File: src/rtl/fifo_param_pkg.sv
// Shared types and width helpers for the parameterised single-clock FIFO.
package fifo_param_pkg;

    typedef enum logic {
        MODE_STD  = 1'b0,
        MODE_FWFT = 1'b1
    } read_mode_e;

    function automatic int ptr_width(input int depth);
        return (depth > 2) ? $clog2(depth) : 1;
    endfunction

    function automatic int cnt_width(input int depth);
        return $clog2(depth + 1);
    endfunction

endpackage

File: src/rtl/fifo_param_mem.sv
// FIFO storage: synchronous write, asynchronous read, no reset on the array.
module fifo_param_mem #(
    parameter int WIDTH = 8,
    parameter int DEPTH = 16,
    parameter int AW    = 4
) (
    input  logic             clk,
    input  logic             we,
    input  logic [AW-1:0]    waddr,
    input  logic [WIDTH-1:0] wdata,
    input  logic [AW-1:0]    raddr,
    output logic [WIDTH-1:0] rdata
);

    logic [WIDTH-1:0] mem_q [DEPTH];

    always_ff @(posedge clk) begin
        if (we) begin
            mem_q[waddr] <= wdata;
        end
    end

    assign rdata = mem_q[raddr];

endmodule

File: src/rtl/fifo_param.sv
// Parameterised synchronous FIFO with occupancy, thresholds, optional FWFT read,
// flush and sticky overflow/underflow flags.
module fifo_param
    import fifo_param_pkg::*;
#(
    parameter int WIDTH    = 8,
    parameter int DEPTH    = 16,
    parameter int AF_LEVEL = DEPTH - 2,
    parameter int AE_LEVEL = 2,
    parameter int FWFT     = 0
) (
    input  logic                          clk,
    input  logic                          reset,
    input  logic                          flush,
    input  logic                          Wr_enable,
    input  logic [WIDTH-1:0]              data_in,
    input  logic                          Read_enable,
    input  logic                          clr_err,
    output logic [WIDTH-1:0]              data_out,
    output logic                          full,
    output logic                          empty,
    output logic                          almost_full,
    output logic                          almost_empty,
    output logic [cnt_width(DEPTH)-1:0]   count,
    output logic                          overflow,
    output logic                          underflow
);

    localparam int PW = ptr_width(DEPTH);
    localparam int CW = cnt_width(DEPTH);
    localparam read_mode_e MODE = (FWFT != 0) ? MODE_FWFT : MODE_STD;
    localparam logic [PW-1:0] PTR_LAST = PW'(DEPTH - 1);
    localparam logic [CW-1:0] CNT_FULL = CW'(DEPTH);
    localparam logic [CW-1:0] AF_CNT   = CW'(AF_LEVEL);
    localparam logic [CW-1:0] AE_CNT   = CW'(AE_LEVEL);

    if (AF_LEVEL < 0 || AF_LEVEL > DEPTH) begin : g_bad_af
        $error("fifo_param: AF_LEVEL must lie in 0..DEPTH");
    end
    if (AE_LEVEL < 0 || AE_LEVEL > DEPTH) begin : g_bad_ae
        $error("fifo_param: AE_LEVEL must lie in 0..DEPTH");
    end

    logic [PW-1:0]    wr_ptr_q, wr_ptr_d, rd_ptr_q, rd_ptr_d;
    logic [CW-1:0]    count_q, count_d;
    logic             ovf_q, ovf_d, unf_q, unf_d;
    logic             rd_acc, wr_acc, do_rd, do_wr;
    logic [WIDTH-1:0] rd_word;

    function automatic logic [PW-1:0] ptr_inc(input logic [PW-1:0] p);
        return (p == PTR_LAST) ? '0 : p + PW'(1);
    endfunction

    assign full         = (count_q == CNT_FULL);
    assign empty        = (count_q == '0);
    assign almost_full  = (count_q >= AF_CNT);
    assign almost_empty = (count_q <= AE_CNT);
    assign count        = count_q;
    assign overflow     = ovf_q;
    assign underflow    = unf_q;

    // A read frees a slot in the same cycle, so a write to a full FIFO is accepted alongside it.
    assign rd_acc = Read_enable & ~empty;
    assign wr_acc = Wr_enable & (~full | Read_enable);
    assign do_rd  = rd_acc & ~flush;
    assign do_wr  = wr_acc & ~flush;

    always_comb begin
        wr_ptr_d = wr_ptr_q;
        rd_ptr_d = rd_ptr_q;
        count_d  = count_q;
        if (flush) begin
            wr_ptr_d = '0;
            rd_ptr_d = '0;
            count_d  = '0;
        end else begin
            if (do_wr) wr_ptr_d = ptr_inc(wr_ptr_q);
            if (do_rd) rd_ptr_d = ptr_inc(rd_ptr_q);
            count_d = count_q + CW'(wr_acc) - CW'(rd_acc);
        end
    end

    // Error flags: a new rejection wins over a clear in the same cycle.
    always_comb begin
        ovf_d = clr_err ? 1'b0 : ovf_q;
        unf_d = clr_err ? 1'b0 : unf_q;
        if (~flush & Wr_enable & ~wr_acc)   ovf_d = 1'b1;
        if (~flush & Read_enable & ~rd_acc) unf_d = 1'b1;
    end

    always_ff @(posedge clk or negedge reset) begin
        if (!reset) begin
            wr_ptr_q <= '0;
            rd_ptr_q <= '0;
            count_q  <= '0;
            ovf_q    <= 1'b0;
            unf_q    <= 1'b0;
        end else begin
            wr_ptr_q <= wr_ptr_d;
            rd_ptr_q <= rd_ptr_d;
            count_q  <= count_d;
            ovf_q    <= ovf_d;
            unf_q    <= unf_d;
        end
    end

    fifo_param_mem #(
        .WIDTH(WIDTH),
        .DEPTH(DEPTH),
        .AW   (PW)
    ) u_mem (
        .clk  (clk),
        .we   (do_wr),
        .waddr(wr_ptr_q),
        .wdata(data_in),
        .raddr(rd_ptr_q),
        .rdata(rd_word)
    );

    if (MODE == MODE_FWFT) begin : g_fwft
        assign data_out = empty ? '0 : rd_word;
    end else begin : g_std
        logic [WIDTH-1:0] dout_q;
        always_ff @(posedge clk or negedge reset) begin
            if (!reset) begin
                dout_q <= '0;
            end else if (do_rd) begin
                dout_q <= rd_word;
            end
        end
        assign data_out = dout_q;
    end

endmodule

File: config.mk
export PLATFORM = sky130hd
export DESIGN_NAME = fifo_param
export DESIGN_NICKNAME = d
export VERILOG_FILES = /design/src/rtl/fifo_param_pkg.sv /design/src/rtl/fifo_param_mem.sv /design/src/rtl/fifo_param.sv
export SDC_FILE = /design/constraint.sdc
export NUM_CORES = 1
export LEC_CHECK = 0
export CAP_MARGIN = 5
export CORE_ASPECT_RATIO = 2
export CORE_MARGIN = 2
export CORE_UTILIZATION = 45
export CTS_BUF_LIST = sky130_fd_sc_hd__clkbuf_16
export CTS_CLUSTER_SIZE = 30
export DETAILED_ROUTE_END_ITERATION = 16
export GPL_ROUTABILITY_DRIVEN = 0
export HOLD_SLACK_MARGIN = 0.02
export PLACE_DENSITY = 0.74
export SLEW_MARGIN = 20
export SYNTH_ARGS = -nofsm -noshare
export SYNTH_HDL_FRONTEND = slang
export SYNTH_HIERARCHICAL = 1
export SYNTH_SLANG_ARGS = --single-unit
File: constraint.sdc
create_clock -name clk -period 2.9 [get_ports clk]
set_input_delay 0.435 -clock clk [delete_from_list [all_inputs] [get_ports clk]]
set_output_delay 0.435 -clock clk [all_outputs]
set_load 0.03 [all_outputs]
## After elaboration in Yosys (flattened, before gate mapping)

Memories as Yosys holds them, arrays and structs flattened. A register that Yosys moved wholly into a read port is not among the register bits.
Index checks and enable logic that the tools add are counted.

- Input port bits: 14
- RAM bits: 128
- Flip-flop bits (word level): 15
- Memories: 1
- Output and inout port bits: 19
- Logic and storage cells: 47

- Bitwise logic cells: 14
- Order comparisons: 2
- Reductions and logical operators: 6
- Multiplexer cells: 12
- Equality and inequality tests: 3
- Add/sub/neg operators: 4

Memories:

| memory | words | bits a word | rd ports | clocked after Yosys merged registers in | write ports | line | RTL |
|---|---|---|---|---|---|---|---|
| u_mem.mem_q | 16 | 8 | 1 | 1 | 1 | fifo_param_mem.sv:15 | `logic [WIDTH-1:0] mem_q [DEPTH];` |

Operator list:

| kind | count |
|---|---|
| $mux 4 | 6 |
| $add 4x1->4 const B | 2 |
| $and 1x1->1 | 8 |
| $eq 4x4->1 const B | 2 |
| $reduce_bool 2->1 | 4 |
| $add 5x1->5 | 1 |
| $eq 5x5->1 const B | 1 |
| $ge 5x4->1 const B | 1 |
| $le 5x2->1 const B | 1 |
| $logic_not 5->1 | 1 |
| $mux 1 | 5 |
| $mux 5 | 1 |
| $not 1->1 | 5 |
| $sub 5x1->5 | 1 |
| $logic_not 1->1 | 1 |
| $or 1x1->1 | 1 |

## Logic depth before layout (Yosys ltp)

- Depth in word-level cells: 7
- Mapped depth: 14

## Cells and area by module

Netlist, hierarchy kept.

By module, submodules not included:

| module | cells each | instances | area each (um^2) |
|---|---|---|---|
| fifo_param_mem | 221 | 1 | 4987.3 |
| fifo_param | 124 | 1 | 1376.3 |

## Worst setup path after synthesis

OpenSTA, ideal clock, no wires.

- Kind: register -> register
- Start point: register count_q[2] (netlist: count[2])
- End point: memory u_mem.mem_q[0][0] (enable)
- Arrival: 2.843 ns
- Stages on the path, launching flop included: 10
- Setup time: 0.383 ns
- Setup slack: -0.326 ns
- Cells stage by stage: dfrtp_1 > inv_1 > ha_1 > nand4bb_1 > inv_1 > a21oi_1 > inv_1 > nor2_1 > or3b_2 > nor3_1

- Longest elaborated chain between the ends: 7

Ends and longest elaborated chain:

| item | line | RTL |
|---|---|---|
| from (decl) | fifo_param.sv:45 | `logic [CW-1:0] count_q, count_d;` |
| from (signal assigned) | fifo_param.sv:101 | `count_q <= count_d;` |
| $eq 5x5->1 | fifo_param.sv:54 | `assign full = (count_q == CNT_FULL);` |
| via full | fifo_param.sv:20 | `output logic full,` |
| $not 1->1 | fifo_param.sv:64 | `assign wr_acc = Wr_enable & (~full \| Read_enable);` |
| $or 1x1->1 | fifo_param.sv:64 |  |
| $and 1x1->1 | fifo_param.sv:64 |  |
| $and 1x1->1 | fifo_param.sv:66 | `assign do_wr = wr_acc & ~flush;` |
| via do_wr | fifo_param.sv:47 | `logic rd_acc, wr_acc, do_rd, do_wr;` |
| $mux 1 | fifo_param_mem.sv:18 | `if (we) begin` |
| $mux 1 (implied by the code) | fifo_param_mem.sv:19 | `mem_q[waddr] <= wdata;` |
| to (decl) | fifo_param_mem.sv:15 |  |

The timed path passes the listed nets, and every way through them passes these cells.

## Final worst setup path

- Start point: register count_q[2] (netlist: count[2])
- End point: register count_q[4] (netlist: count[4])

- Longest elaborated chain between the ends: 7
- Elaborated cells on any way between the ends: 10
- Those cells by class: add/sub (2); eq/ne (1); mux (1); bitwise (5); reduce/logical (1)

Ends and longest elaborated chain:

| item | line | RTL |
|---|---|---|
| $eq 5x5->1 | fifo_param.sv:54 |  |
| $not 1->1 | fifo_param.sv:64 |  |
| $or 1x1->1 | fifo_param.sv:64 |  |
| $and 1x1->1 | fifo_param.sv:64 |  |
| $add 5x1->5 | fifo_param.sv:79 | `count_d = count_q + CW'(wr_acc) - CW'(rd_acc);` |
| $sub 5x1->5 * | fifo_param.sv:79 |  |
| $mux 5 * | fifo_param.sv:72 | `if (flush) begin` |
| via count_d[4] | fifo_param.sv:45 |  |

The timed path passes the listed nets; every way through them passes the cells marked *.
A chain may end at the register's enable or synchronous reset.

==> summary.txt <==
Netlist cell types - 48
CP arrival - 3.07 ns
Multi-input gate area - 0.00179 mm^2
post-synthesis sequential area ratio - 0.694
worst path bufs/invs - 4
GR Overflow Total - 0
Top FF cell, synth - edfxtp_1
Placed Area - 0.00706 mm^2
CTS sink cnt - 151
R2R depth - 13
Die W - 88.1 um
Seq pwr share - 0.415
DR WL/cell - 20.5 um
share of cells above drive strength 1 - 0.242
max_cap viols - 0
Die ar. - 0.0152 mm^2
fillcell total - 1,105
final wirelength - 12,600 um
Tot Pwr - 6.19 mW
fin nets - 441
post-route ant nets - 0
final antenna diode count - 0
mean post-synth cell area - 18.4 um^2
Worst-Margin Slew - 0.667 ns
Yosys reg bits - 151
TritonCTS buffer count - 17
Worst VDD drop - 0.000403 V
max-slew violation count - 0
static leakage power - 2.67 nW
Die H - 172 um
critical path depth - 13
Layout area overhead - 19.7%
vias per cell - 5.53
P_sw - 1.80 mW
core area - 0.0139 mm^2
DP HPWL - 8890 um
cell row count - 61
Worst EP required - 3.20 ns
unrepaired setup endpoints after global routing - false
Worst-path clk slew - 0.07 ns
Worst Setup End Kind - flop
WHS - 0.391 ns
final hold viol count - 0
Setup TNS Final - 0 ns
Achievable Freq - 361 MHz
Worst path max stage delay - 0.51 ns
placed cell count - 583
num ports - 33
CP max FO - 3
Clock power frac - 0.319
fin crit share - 0.955
Setup crit start kind - flop
vias in the first global route - 3,560
worst hold path type - in -> async
Initial Util - 0.458
WS Path Type - reg -> reg
Comb power frac - 0.266
Post-synth EDFFs - 128
first-pass GRT wire length - 19,600 um
GRT Resource Usage Total - 0.181
CTS tree - built
CTS max path bufs - 2
Critical R2R Launch - count[2]
Net Sw Frac - 0.292
largest net degree at the start of global routing - 38
Synth Instances - 345
Pre-antenna DRT Iters - 7
Final setup viols - 0
drt first-iter violations - 216
Worst path slowest cell - or4b_4
Setup Fix Bufs, Post-CTS - 0
CTS H-tree lvls - 4
skew final - 0.00907 ns
Setup crit start - count[2]
FFs w/ async S/R, synth - 0.152
I/O Buffers - 32
via count - 3,398
Clk Latency, worst-skew pair - 0.42 ns
pwr/cell area - 812 mW/mm^2
status - completed
design area - 0.00762 mm^2
minimum clock period - 2.77 ns
Mapped Nets - 373
Layout Cells excl Fill - 615
# hold bufs at CTS - 0
Relative slew margins - 0.554
Crit path max-delay family - adder cells
Internal - 4.38 mW
Post-Syn Area - 0.00636 mm^2
initial antenna violation count - 0
flip-flop and latch area - 0.00442 mm^2
DRC violations left - 0
Syn. warnings - 6
root buffer cell - clkbuf_16
crit path cell chain - inv_2 > ha_4 > or4b_4 > clkinv_8 > nor2_1 > ha_1 > inv_1 > ha_1 > inv_1 > fa_2 > o21bai_1 > a21oi_1 > mux2_2
==> routing by layer <==
metal  share of wire  vias up  GRT usage
met3           0.038       19     0.0453
li1                -     1520          -
met4           0.023        0     0.0725
met1            0.35     1762      0.187
met5               0        -          0
met2            0.59       97      0.340
==> area by class of cell <==
class,count,area share
timing repair buffer,62,0.0731
clock buffer,17,0.0558
tap,189,0.0310
sequential,151,0.580
clock inverter,15,0.0151
multi-input combinational,164,0.234
inverter,17,0.0100
==> metrics by stage <==
stage                util  setup WS [ns]
floorplan               -        0.00484
global placement    0.509         0.0795
detailed placement  0.509       -0.00792
CTS                 0.548         0.0594
global route        0.549         0.0319
finish              0.549          0.130
==> layout by cell type, fill, tap and decap left out, types with 4 or more instances in the layout <==
cell type	count
ha_1	12
a21oi_1	10
buf_4	29
nand2b_1	5
inv_1	15
clkdlybuf4s50_1	31
mux2_4	8
nor2_1	21
mux4_1	14
nor2b_1	5
nand3_1	4
inv_6	7
edfxtp_1	128
dfrtp_1	20
clkbuf_16	17
a22oi_1	16
mux4_2	18
nand2_1	11
==> Yosys cell counts (4+ instances only) <==
cell / instances / area share
nand2b_1: 5 / 0.0049
dfrtp_1: 23 / 0.090
mux2_4: 8 / 0.019
nor2b_1: 5 / 0.0049
a22oi_1: 16 / 0.019
nor3_1: 4 / 0.0031
ha_1: 13 / 0.026
nand3_1: 4 / 0.0031
buf_6: 4 / 0.0071
edfxtp_1: 128 / 0.60
a21oi_1: 10 / 0.0079
mux4_1: 14 / 0.058
nand2_1: 11 / 0.0065
nor2_1: 21 / 0.012
inv_1: 16 / 0.0094
mux4_2: 18 / 0.064
==> sequential cells by signal, summed over array words and instances, names as in the netlist <==
name and cells:
count 5, data_out 8, underflow 1, rd_ptr_q 4, overflow 1, wr_ptr_q 4
u_mem/mem_q 128
==> path summary, 6_finish.rpt <==
kind,to,slack [ns]
max reg2reg,count[4],0.13
min in group clk,data_out[0],0.51
max,count[4],0.13
max in group asynchronous,count[3],2.26
min,data_out[7],0.39
min reg2reg,data_out[0],0.51
==> timing repair <==
| action | CTS | global route |
|---|---|---|
| pin swaps | 0 | 1 |
| setup endpoints to repair | 2 | 1 |
| gates resized for setup | 2 | 2 |
==> kinds of logic after synthesis <==
kind of cell | synth area share
buf+inv | 0.0285
flops | 0.694
compound gates | 0.0442
xor+xnor | 0.00138
mux | 0.147
simple gates | 0.0554
fa+ha+maj | 0.0287
==> power groups by stage <==
stage               combinational [mW]  sequential, mW  clock (mW)
floorplan                        0.909            2.79           0
global placement                  1.61            2.60           0
finish                            1.65            2.57        1.98
detailed placement                1.65            2.61           0
CTS                               1.66            2.57        2.02
global route                      1.78            2.58        2.11
Power figures use the tool's default switching activity.
